==> config.mk <==
export PLATFORM = sky130hd
export DESIGN_NAME = sync_fifo
export DESIGN_NICKNAME = d
export VERILOG_FILES = /design/src/rtl/tpu_fifo_pkg.sv /design/src/rtl/sync_fifo_mem.sv /design/src/rtl/sync_fifo.sv
export SDC_FILE = /design/constraint.sdc
export NUM_CORES = 1
export LEC_CHECK = 0
export BUFFER_PORTS_ARGS = -buffer_cell sky130_fd_sc_hd__buf_2
export CAP_MARGIN = 20
export CORE_MARGIN = 2
export CORE_UTILIZATION = 55
export CTS_CLUSTER_SIZE = 20
export DETAILED_ROUTE_END_ITERATION = 6
export HOLD_SLACK_MARGIN = 0.1
export PLACE_DENSITY = 0.74
export SYNTH_ARGS = -nofsm -noshare
export SYNTH_HDL_FRONTEND = slang
export SYNTH_SLANG_ARGS = --single-unit
export TNS_END_PERCENT = 50
==> constraint.sdc <==
create_clock -name clk -period 8.6 [get_ports clk]
set_clock_uncertainty 0.1 [all_clocks]
set_input_delay 1.29 -clock clk [delete_from_list [all_inputs] [get_ports clk]]
set_output_delay 1.29 -clock clk [all_outputs]
set_load 0.05 [all_outputs]
==> src/rtl/tpu_fifo_pkg.sv <==
// Shared types and helpers for the TPU FIFO family.
package tpu_fifo_pkg;

  // Read-side behaviour of a FIFO instance.
  typedef enum logic {
    FIFO_REG_READ = 1'b0,
    FIFO_FWFT     = 1'b1
  } fifo_mode_e;

  // Pointer width: memory index bits plus one wrap bit.
  function automatic int ptr_w(input int depth);
    return $clog2(depth) + 1;
  endfunction

endpackage

==> src/rtl/sync_fifo_mem.sv <==
// DEPTH x WIDTH register array: synchronous write, asynchronous read.
// Contents are deliberately not reset.
module sync_fifo_mem #(
  parameter int WIDTH = 32,
  parameter int DEPTH = 8,
  parameter int AW    = $clog2(DEPTH)
) (
  input  logic             clk,
  input  logic             wr_en,
  input  logic [AW-1:0]    wr_addr,
  input  logic [WIDTH-1:0] wr_data,
  input  logic [AW-1:0]    rd_addr,
  output logic [WIDTH-1:0] rd_data
);

  logic [WIDTH-1:0] mem_reg [DEPTH];

  // Write port: one entry per cycle at wr_addr.
  always_ff @(posedge clk) begin
    if (wr_en) begin
      mem_reg[wr_addr] <= wr_data;
    end
  end

  assign rd_data = mem_reg[rd_addr];

endmodule

==> src/rtl/sync_fifo.sv <==
// Parametrised single-clock FIFO with registered-read or show-ahead output,
// almost-full/almost-empty thresholds, occupancy count, flush and sticky
// overflow/underflow flags.
module sync_fifo
  import tpu_fifo_pkg::*;
#(
  parameter int WIDTH    = 32,
  parameter int DEPTH    = 8,
  parameter int FWFT     = 0,
  parameter int AF_LEVEL = DEPTH - 1,
  parameter int AE_LEVEL = 1
) (
  input  logic                   clk,
  input  logic                   rst_n,
  input  logic                   flush,
  input  logic                   wr_en,
  input  logic [WIDTH-1:0]       wr_data,
  input  logic                   rd_en,
  output logic [WIDTH-1:0]       rd_data,
  output logic                   rd_valid,
  output logic                   full,
  output logic                   empty,
  output logic                   almost_full,
  output logic                   almost_empty,
  output logic [$clog2(DEPTH):0] count,
  output logic                   overflow,
  output logic                   underflow,
  input  logic                   err_clr
);

  localparam int AW = $clog2(DEPTH);
  localparam int PW = ptr_w(DEPTH);

  // Reject configurations the pointer arithmetic cannot support.
  generate
    if (WIDTH < 1) begin : g_bad_width
      $error("sync_fifo: WIDTH must be at least 1");
    end
    if (DEPTH < 2 || (DEPTH & (DEPTH - 1)) != 0) begin : g_bad_depth
      $error("sync_fifo: DEPTH must be a power of two and at least 2");
    end
    if (FWFT != int'(FIFO_REG_READ) && FWFT != int'(FIFO_FWFT)) begin : g_bad_mode
      $error("sync_fifo: FWFT must be 0 or 1");
    end
    if (AF_LEVEL < 1 || AF_LEVEL > DEPTH) begin : g_bad_af
      $error("sync_fifo: AF_LEVEL must be within 1..DEPTH");
    end
    if (AE_LEVEL < 0 || AE_LEVEL > DEPTH - 1) begin : g_bad_ae
      $error("sync_fifo: AE_LEVEL must be within 0..DEPTH-1");
    end
  endgenerate

  logic [PW-1:0]    wptr_reg, wptr_next;
  logic [PW-1:0]    rptr_reg, rptr_next;
  logic             overflow_reg, overflow_next;
  logic             underflow_reg, underflow_next;
  logic             rd_accept;
  logic             wr_accept;
  logic             mem_wr_en;
  logic [WIDTH-1:0] mem_rd_data;

  // Status is derived purely from the registered pointers.
  assign count        = wptr_reg - rptr_reg;
  assign empty        = (wptr_reg == rptr_reg);
  assign full         = (wptr_reg[AW] != rptr_reg[AW]) &&
                        (wptr_reg[AW-1:0] == rptr_reg[AW-1:0]);
  assign almost_full  = (count >= PW'(AF_LEVEL));
  assign almost_empty = (count <= PW'(AE_LEVEL));
  assign overflow     = overflow_reg;
  assign underflow    = underflow_reg;

  // A pop frees a slot, so a full FIFO still takes a write in the same cycle.
  // There is no empty bypass: a read against an empty FIFO is never accepted.
  assign rd_accept = rd_en && !empty;
  assign wr_accept = wr_en && (!full || rd_accept);

  // Writes are suppressed during flush and reset so they cannot leave
  // stale data behind the cleared pointers.
  assign mem_wr_en = wr_accept && !flush && rst_n;

  sync_fifo_mem #(
    .WIDTH (WIDTH),
    .DEPTH (DEPTH),
    .AW    (AW)
  ) u_mem (
    .clk     (clk),
    .wr_en   (mem_wr_en),
    .wr_addr (wptr_reg[AW-1:0]),
    .wr_data (wr_data),
    .rd_addr (rptr_reg[AW-1:0]),
    .rd_data (mem_rd_data)
  );

  // Next pointer and error-flag values; flush wins over requests, a set
  // event wins over err_clr, and flush leaves the flags alone.
  always_comb begin
    wptr_next      = wptr_reg;
    rptr_next      = rptr_reg;
    overflow_next  = overflow_reg;
    underflow_next = underflow_reg;

    if (flush) begin
      wptr_next = '0;
      rptr_next = '0;
    end else begin
      if (wr_accept) begin
        wptr_next = wptr_reg + PW'(1);
      end
      if (rd_accept) begin
        rptr_next = rptr_reg + PW'(1);
      end
    end

    if (err_clr) begin
      overflow_next  = 1'b0;
      underflow_next = 1'b0;
    end
    if (!flush && wr_en && !wr_accept) begin
      overflow_next = 1'b1;
    end
    if (!flush && rd_en && empty) begin
      underflow_next = 1'b1;
    end
  end

  // Pointer and flag registers with synchronous active-low reset.
  always_ff @(posedge clk) begin
    if (!rst_n) begin
      wptr_reg      <= '0;
      rptr_reg      <= '0;
      overflow_reg  <= 1'b0;
      underflow_reg <= 1'b0;
    end else begin
      wptr_reg      <= wptr_next;
      rptr_reg      <= rptr_next;
      overflow_reg  <= overflow_next;
      underflow_reg <= underflow_next;
    end
  end

  generate
    if (FWFT == int'(FIFO_REG_READ)) begin : g_reg_read
      logic [WIDTH-1:0] rd_data_reg;
      logic             rd_valid_reg;

      // Output register: capture the head on an accepted pop, hold otherwise.
      always_ff @(posedge clk) begin
        if (!rst_n) begin
          rd_data_reg  <= '0;
          rd_valid_reg <= 1'b0;
        end else begin
          rd_valid_reg <= rd_accept && !flush;
          if (rd_accept && !flush) begin
            rd_data_reg <= mem_rd_data;
          end
        end
      end

      assign rd_data  = rd_data_reg;
      assign rd_valid = rd_valid_reg;
    end else begin : g_fwft
      // Show-ahead: the head entry is presented whenever the FIFO holds data.
      assign rd_data  = empty ? '0 : mem_rd_data;
      assign rd_valid = !empty;
    end
  endgenerate

endmodule

=== After elaboration in Yosys (flattened, before gate mapping) ===
Memory sizes are Yosys's and may differ from the RTL's. A register that Yosys moved wholly into a read port is not among the register bits.
Cells that the tools add are included.

* Bitwise operators: 1
* Multiplexer cells: 5
* Equality and inequality tests: 3
* Reduce and logical (&&, ||, !) cells: 19
* $add $sub $neg: 3
* Magnitude comparators: 2

{| class="wikitable"
|+ Operator list
! kind !! number
|-
| $logic_and A1 B1 Y1 || 10
|-
| $add A4 B1 Y4 const B || 2
|-
| $logic_not A1 Y1 || 5
|-
| $mux W1 || 5
|-
| $eq A4 B4 Y1 || 1
|-
| $ge A4 B3 Y1 const B || 1
|-
| $le A4 B1 Y1 const B || 1
|-
| $reduce_bool A2 Y1 || 2
|-
| $sub A4 B4 Y4 || 1
|-
| $eq A3 B3 Y1 || 1
|-
| $reduce_or A2 Y1 || 1
|-
| $logic_or A1 B1 Y1 || 1
|-
| $ne A1 B1 Y1 || 1
|-
| $not A1 Y1 || 1
|}

* Output and inout bits: 43
* Flip-flop bits (word level): 11
* Memories kept: 1
* Logic and storage cells: 39
* RAM bits: 256
* Bits of input ports: 38

{| class="wikitable"
|+ Memories
! memory !! words !! bits a word !! read ports !! clocked after memory_dff !! write ports !! RTL line !! text
|-
| u_mem.mem_reg || 8 || 32 || 1 || 1 || 1 || sync_fifo_mem.sv:16 || <nowiki>logic [WIDTH-1:0] mem_reg [DEPTH];</nowiki>
|}

=== Longest topological paths before layout ===
Gate-level depths: netlist of run 1.

* Word-level depth: 9
* Mapped depth: 10
* Gate-level depth less buffers: 6

=== By module ===
From an unflattened synthesis of run 1, not the netlist that was laid out.

* Cell total of the unflattened synthesis: 608
* Area, all modules: 11816.3 µm²

{| class="wikitable"
|+ Modules (own cells, without submodules)
! module !! cells each !! area an instance (µm²) !! seq. area each (µm²) !! times used
|-
| sync_fifo_mem || 383 || 9825.7 || 7687.4 || 1
|-
| sync_fifo || 225 || 1990.7 || 860.8 || 1
|}

=== Worst setup path after synthesis of run 1 ===
OpenSTA, ideal clock, no wires.

* Kind: register to register
* Start: register rptr_reg[1]
* End: memory u_mem.mem_reg[4][0] (enable)
* Library setup time: 0.461 ns
* Clock period less this slack: 4.805 ns
* Cell stages (with the launch flop): 9
* Slack: 3.795 ns
* Data required time: 8.039 ns
* Arrival time: 4.244 ns
* Buffers on the path: 2
* Path through: dfxtp_1 buf_2 buf_1 inv_1 ha_1 nand3_1 nor3_1 or3b_1 nor3_1

* Longest elaborated chain between the ends: 9
* Elaborated cells between the ends (all ways): 12
* Classes of those cells: eq/ne: 2; mux: 2; reduce/logical: 8

{| class="wikitable"
|+ Ends and longest elaborated chain
! what !! RTL line !! text
|-
| from (decl) || sync_fifo.sv:54 || <nowiki>logic [PW-1:0] rptr_reg, rptr_next;</nowiki>
|-
| from (signal assigned) || sync_fifo.sv:135 || <nowiki>rptr_reg <= rptr_next;</nowiki>
|-
| $eq A4 B4 Y1 / $eq A3 B3 Y1 (equally long branches) || sync_fifo.sv:64, sync_fifo.sv:66 ||
|-
| $logic_not A1 Y1 / $logic_and A1 B1 Y1 (equally long branches) || sync_fifo.sv:74, sync_fifo.sv:65 ||
|-
| $logic_and A1 B1 Y1 / $logic_not A1 Y1 (equally long branches) || sync_fifo.sv:74, sync_fifo.sv:75 ||
|-
| $logic_or A1 B1 Y1 (*) || sync_fifo.sv:75 || <nowiki>assign wr_accept = wr_en && (!full || rd_accept);</nowiki>
|-
| $logic_and A1 B1 Y1 (*) || sync_fifo.sv:75 ||
|-
| $logic_and A1 B1 Y1 (*) (2 in a row) || sync_fifo.sv:79 || <nowiki>assign mem_wr_en = wr_accept && !flush && rst_n;</nowiki>
|-
| $mux W1 (*) || sync_fifo_mem.sv:20 || <nowiki>if (wr_en) begin</nowiki>
|-
| $mux W1 (implied by the code) (*) || sync_fifo_mem.sv:21 || <nowiki>mem_reg[wr_addr] <= wr_data;</nowiki>
|-
| to (decl) || sync_fifo_mem.sv:16 ||
|}

Mark *: on every way between the ends. The rest lies on a longest branch, timed or not.

=== Worst setup path after layout of run 1 ===
* Start: register rptr_reg[0]
* End: output port almost_full

* Longest elaborated chain between the ends: 2

{| class="wikitable"
|+ Ends and longest elaborated chain
! what !! RTL line !! text
|-
| $sub A4 B4 Y4 || sync_fifo.sv:63 || <nowiki>assign count = wptr_reg - rptr_reg;</nowiki>
|-
| $ge A4 B3 Y1 || sync_fifo.sv:67 || <nowiki>assign almost_full = (count >= PW'(AF_LEVEL));</nowiki>
|-
| to (decl) || sync_fifo.sv:23 || <nowiki>output logic almost_full,</nowiki>
|}

No other way between the ends.

==> reports/results.ini, run 1 <==
[sta]
hold_viol_final=0
fin_crit_sh_pct=51.02
fin_crit_ns=4.387
setup_tns_ns=0
holdWs_ns=0.3817
grt_setup_unrepaired=false
finalMaxSlewViolations=0
setup_violations=0
relSlewSlack_pct=27.11
worst_pin_slew_ns=1.091
fmax_ghz=0.2279

[worst_setup_path]
slowest_delay_ns=1.03
start_kind=flop
cp_slowest_cell=dfxtp_4
worstSetupPathType=flop to output port
crit_chain=ha_1 -> fa_1 -> o32ai_1 -> buf_2
arrival_ns=3.00
worstPathMaxFanout=57
required_ns=7.21
end_kind=output port

[synthesis]
synthFlopType=edfxtp_1
synth_edf_count=256
synth.most_common_cell=edfxtp_1
synthTopCellsByCount=256 x edfxtp_1, 63 x a21oi_1, 63 x mux2i_1, 43 x dfxtp_1, 33 x mux4_2
yosys.area.top_type=edfxtp_1
netlist_area_sq_um=11300
synthArstFlopShare_pct=0
yosys-top-cells-area=edfxtp_1 68%, dfxtp_1 7.6%, mux4_2 6.6%
syn_avg_cell_area_sq_um=17.76
ys_warn_count=0
synth.distinct_cells=38
yosysSeqAreaShare_pct=75.67
yosys.area.top_type_share_pct=68.05
syn_inst=636
syn-num-nets=680
ys_ff_latch=299

[cts]
cts_made_buffers=28
cts_hold_buf=0
root_buffer=clkbuf_16
cts_setup_buffers=0
cts_num_sinks=299
clkLatencyLatePin_ns=0.53
htreeDepth=1
cts_tree=yes
cts_buffer_depth=3
postCtsResizedCells=0
path_clk_slew_ns=0.06

[global_route]
grt_max_degree=58
grt_first_pass_wirelength_microns=33580
grt_pass1_vias=6293
grt_use_total_pct=19.83
antenna_found_initial=1
overflow=0

[job]
maxCapViolCount=0

[detailed_routing]
detail-route-antenna-nets=0
drc=0
avgRoutedWirePerCell_microns=21.25
vias_per_cell=5.855
num_vias=5931
drtIter0Drc=541
drt_pass1_iterations=5
drt-total-wl_microns=21530

[power]
leakagePower_nw=4.285
peakVddDrop_uv=144.5
power_density_nw_per_um2=224.4

[cells_and_area]
stdcell_count=1013
final_nets=766
n_fill_cell=1363
drive_gt1_share_pct=24.12
syn2layout_area_growth_pct=15.07
largest_register_ff_count=256

[floorplan]
core_sq_um=20170
initial_core_util_pct=56.01
die-area_sq_um=21700
placementRows=52
io_pins=81
dieWidth_microns=147.3
die_h_microns=147.3

[place]
dp.cells=957
io_buffer_count=80
routabilityCongestion=0.7498
hpwl_microns=12030

[status]
status=finished clean

[worst_hold_path]
hp-class=flop to flop

[cell families after synthesis]
kind of cell / Yosys count / synth area share (%)
fa+ha+maj: 6 / 0.7310
compound gates: 140 / 6.966
mux: 96 / 12.16
flops: 299 / 75.67
buf+inv: 46 / 2.126
xor+xnor: 7 / 0.6093
simple gates: 42 / 1.739
[through the flow]
step                setup WS, ns  utilization (%)  power [mW]  cell area [sq um]
global placement           4.321            59.24       1.732              11950
global route               4.096            64.44       2.998              13000
CTS                        4.171            63.76       2.934              12860
detailed placement         4.219            59.24       1.737              11950
floorplan                  3.795                -       1.694              11300
finish                     4.213            64.45       2.918              13000
[final timing paths]
path	endpoint	start	depth (start not counted)	slack, ns
setup / recovery	almost_full	rptr_reg[0]	4	4.21
hold / removal	underflow	underflow	1	0.38
setup reg to reg	u_mem.mem_reg[7][4]	rptr_reg[0]	5	4.75
hold reg to reg	underflow	underflow	1	0.38
[where the power goes]
group          total, mW  internal [mW]  leakage, nW  switching, mW
combinational      0.112         0.0328         1.19         0.0795
clock               1.21          0.716        0.444          0.496
sequential          1.59           1.58         2.66        0.00889
[final cells by class]
class                           count  area, sq um  share of cell area [%]
Clock inverter                     16        146.4                   1.126
Multi-Input combinational cell    291         2564                   19.72
Sequential cell                   299         8553                   65.79
Inverter                            9        33.78                  0.2599
Clock buffer                       34        764.5                   5.881
Antenna cell                        1        2.502                 0.01925
Timing Repair Buffer               93        598.1                   4.601
Tap cell                          270        337.8                   2.599
[worst max-delay path: cells and delay by family, from the launching register on]
family / cells / cell delay, ns
buffers and inverters: 1 / 0.31
adders and majority gates: 2 / 0.81
DFF: 1 / 1.03
AOI/OAI and AO/OA: 1 / 0.30
[cell usage in the layout, fill, tap and decap left out, types with 5 or more instances in the layout]
cell / count
inv_1: 9
o21ai_1: 11
clkinv_1: 9
buf_4: 8
nor2_4: 6
buf_2: 80
mux4_2: 33
clkbuf_16: 29
nor2_1: 9
mux2i_1: 63
nand2_1: 10
a21oi_1: 63
buf_16: 5
edfxtp_1: 256
o21ai_0: 23
o22ai_1: 31
dfxtp_1: 41
ha_1: 5
[per-layer routing]
| layer | GRT usage [%] | wire length, microns |
|---|---|---|
| met3 | 3.354 | 1321 |
| met5 | 0 | 0 |
| met4 | 5.337 | 384 |
| met1 | 25.90 | 8837 |
| met2 | 34.86 | 10980 |
Power figures use the tool's default switching activity.
==> run 2, diff against run 1 <==
--- a/config.mk
+++ b/config.mk
@@ -5,6 +5,7 @@
 export SDC_FILE = /design/constraint.sdc
 export NUM_CORES = 1
 export LEC_CHECK = 0
+export ABC_AREA = 1
 export BUFFER_PORTS_ARGS = -buffer_cell sky130_fd_sc_hd__buf_2
 export CAP_MARGIN = 20
 export CORE_MARGIN = 2
@@ -12,7 +13,7 @@
 export CTS_CLUSTER_SIZE = 20
 export DETAILED_ROUTE_END_ITERATION = 6
 export HOLD_SLACK_MARGIN = 0.1
-export PLACE_DENSITY = 0.74
+export PLACE_DENSITY = 0.76
 export SYNTH_ARGS = -nofsm -noshare
 export SYNTH_HDL_FRONTEND = slang
 export SYNTH_SLANG_ARGS = --single-unit
==> constraint.sdc (replaced) <==
create_clock -name clk -period 3.5 [get_ports clk]
set_clock_uncertainty 0.1 [all_clocks]
set_input_delay 0.525 -clock clk [delete_from_list [all_inputs] [get_ports clk]]
set_output_delay 0.525 -clock clk [all_outputs]
set_load 0.05 [all_outputs]
==> reports/results.ini, run 2 <==
[worst_setup_path]
ff2ff_setup_slack_ns=0.79
worstPathMaxFanout=6
r2r_start=wptr_reg[0]
slowest_delay_ns=0.39
arrival_ns=2.52
start_kind=flop
r2r-end=u_mem.mem_reg[2][24]
end_kind=output port
rr_worst_depth=10
critPathCapture=almost_empty
worstSetupPathType=flop to output port
cp_slowest_cell=dfxtp_1
critPathLaunch=wptr_reg[0]
crit_chain=inv_1 -> ha_1 -> fa_1 -> xnor2_1 -> or2_2 -> nor2_1 -> buf_2
required_ns=2.87

[floorplan]
die_h_microns=158.5
placementRows=56
die-area_sq_um=25140
core_sq_um=23470
initial_core_util_pct=55.96
dieWidth_microns=158.5
io_pins=81

[synthesis]
yosysSeqAreaShare_pct=65.07
syn_avg_cell_area_sq_um=9.855
yosys.area.top_type=edfxtp_1
netlist_area_sq_um=13140
syn-num-nets=1377
synth.most_common_cell=nand2_1
ys_warn_count=0
yosys.area.top_type_share_pct=58.52
syn_inst=1333
synthFlopType=edfxtp_1
synthTopCellsByCount=383 x nand2_1, 306 x inv_1, 256 x edfxtp_1, 206 x nand3_1, 43 x dfxtp_1
synthArstFlopShare_pct=0
synth_edf_count=256
ys_ff_latch=299
yosys-top-cells-area=edfxtp_1 59%, nand2_1 11%, inv_1 8.7%
synth.distinct_cells=25

[global_route]
antenna_found_initial=2
grt_max_degree=78
overflow=0
globalRouteMet2Util_pct=39.52
busiest_layer=met2
gr-usage-met1_pct=28.67
grt_pass1_vias=8529
grt_use_total_pct=22.57
grt_first_pass_wirelength_microns=43640
met3_usage_pct=3.511

[detailed_routing]
drt_pass1_iterations=5
num_vias=8858
drtIter0Drc=755
detail-route-antenna-nets=0
vias_per_cell=5.070
avgRoutedWirePerCell_microns=15.90
drc=0
drt-total-wl_microns=27770

[cells_and_area]
syn2layout_area_growth_pct=12.40
postLayoutCellArea_sq_um=14770
final_cell_mix=383 x nand2_1, 305 x inv_1, 256 x edfxtp_1
stdcell_count=1747
drive_gt1_share_pct=13.38
layout_commonest_cell=nand2_1
diodes=0
final_nets=1450
postLayoutCoreUtil_pct=62.91
largest_register_ff_count=256
n_fill_cell=1783

[sta]
worst_pin_slew_ns=0.8828
holdWs_ns=0.1384
hold_viol_final=0
setup_tns_ns=0
fin_crit_ns=3.144
finalWorstSetupSlack_ns=0.3558
fmax_ghz=0.3180
setup_violations=0
relSlewSlack_pct=41.15
fin_crit_sh_pct=89.83
grt_setup_unrepaired=false
finalMaxSlewViolations=0

[cts]
postCtsResizedCells=0
root_buffer=clkbuf_16
cts_tree=yes
cts_buffer_depth=3
path_clk_slew_ns=0.06
cts_setup_buffers=0
cts_hold_buf=0
clkLatencyLatePin_ns=0.56
htreeDepth=1
cts_made_buffers=30
cts_num_sinks=299

[place]
io_buffer_count=80
pre_cts_ws_ns=0.7985
dpl_cell_area_sq_um=13800
hpwl_microns=15100
routabilityCongestion=0.8178
dp.cells=1693

[power]
peakVddDrop_uv=370.2
fin_total_pwr_mw=7.413
leakagePower_nw=6.689
power_density_nw_per_um2=502.0

[job]
maxCapViolCount=0

[status]
status=finished clean

[worst_hold_path]
hp-class=input port to flop

-- run 2: cell types whose count changed after synthesis, sizes merged, moves of 31 or more --
cell / change
nand2: +377
buf: +32
mux4: -33
o21ai: -33
nand3: +202
o22ai: -31
mux2i: -63
inv: +300
-- run 2: area by class of cell --
class,instances,area (sq um),share of cell area (%)
clock buffers,36,773.2,5.237
clock inverters,18,190.2,1.288
inverters,309,1161,7.864
multi-input cells,664,3073,20.81
flip-flops and latches,299,8553,57.93
well taps,319,399.1,2.703
repair buffers,102,615.6,4.169
-- run 2: worst min-delay path by stage --
| stage | start | to | slack, ns | cells after the start |
|---|---|---|---|---|
| 4_1_cts | wr_data[14] | u_mem.mem_reg[3][14] | 0.12 | 1 |
| 3_5_place_dp | underflow | underflow | 0.37 | 2 |
| 3_3_place_gp | underflow | underflow | 0.35 | 2 |
| 6_report | wr_data[14] | u_mem.mem_reg[1][14] | 0.14 | 1 |
| 2_1_floorplan | rptr_reg[3] | rptr_reg[3] | 0.37 | 2 |
| 5_1_grt | wr_data[7] | u_mem.mem_reg[3][7] | 0.14 | 1 |
-- run 2: cell families (layout without fill, tap and decap cells) --
family | after synthesis | after routing | synth area share, %
and+or+nand+nor | 612 | 612 | 19.66
DFF | 299 | 299 | 65.07
buffers and inverters | 370 | 465 | 11.92
AOI/OAI and AO/OA | 42 | 42 | 2.457
adders and majority gates | 6 | 6 | 0.6286
xor gates and xnor gates | 4 | 4 | 0.2667
-- run 2: report_power, final --
group,total [mW],internal (mW),switching (mW)
Sequential,3.91,3.90,0.0129
Clock,3.13,1.85,1.27
Combinational,0.375,0.0940,0.280
-- run 2: routing by layer --
layer,part of all wire (%),routed length [microns]
met2,51,14070
met3,6.3,1737
met1,41,11330
met5,0.076,21
met4,2.2,619
-- run 2: critical path, delay by kind of cell, from the launching register on --
| family | cells | cell delay, ns |
|---|---|---|
| xor+xnor | 1 | 0.17 |
| fa+ha+maj | 2 | 0.63 |
| buf+inv | 2 | 0.42 |
| flops | 1 | 0.39 |
| simple gates | 2 | 0.37 |
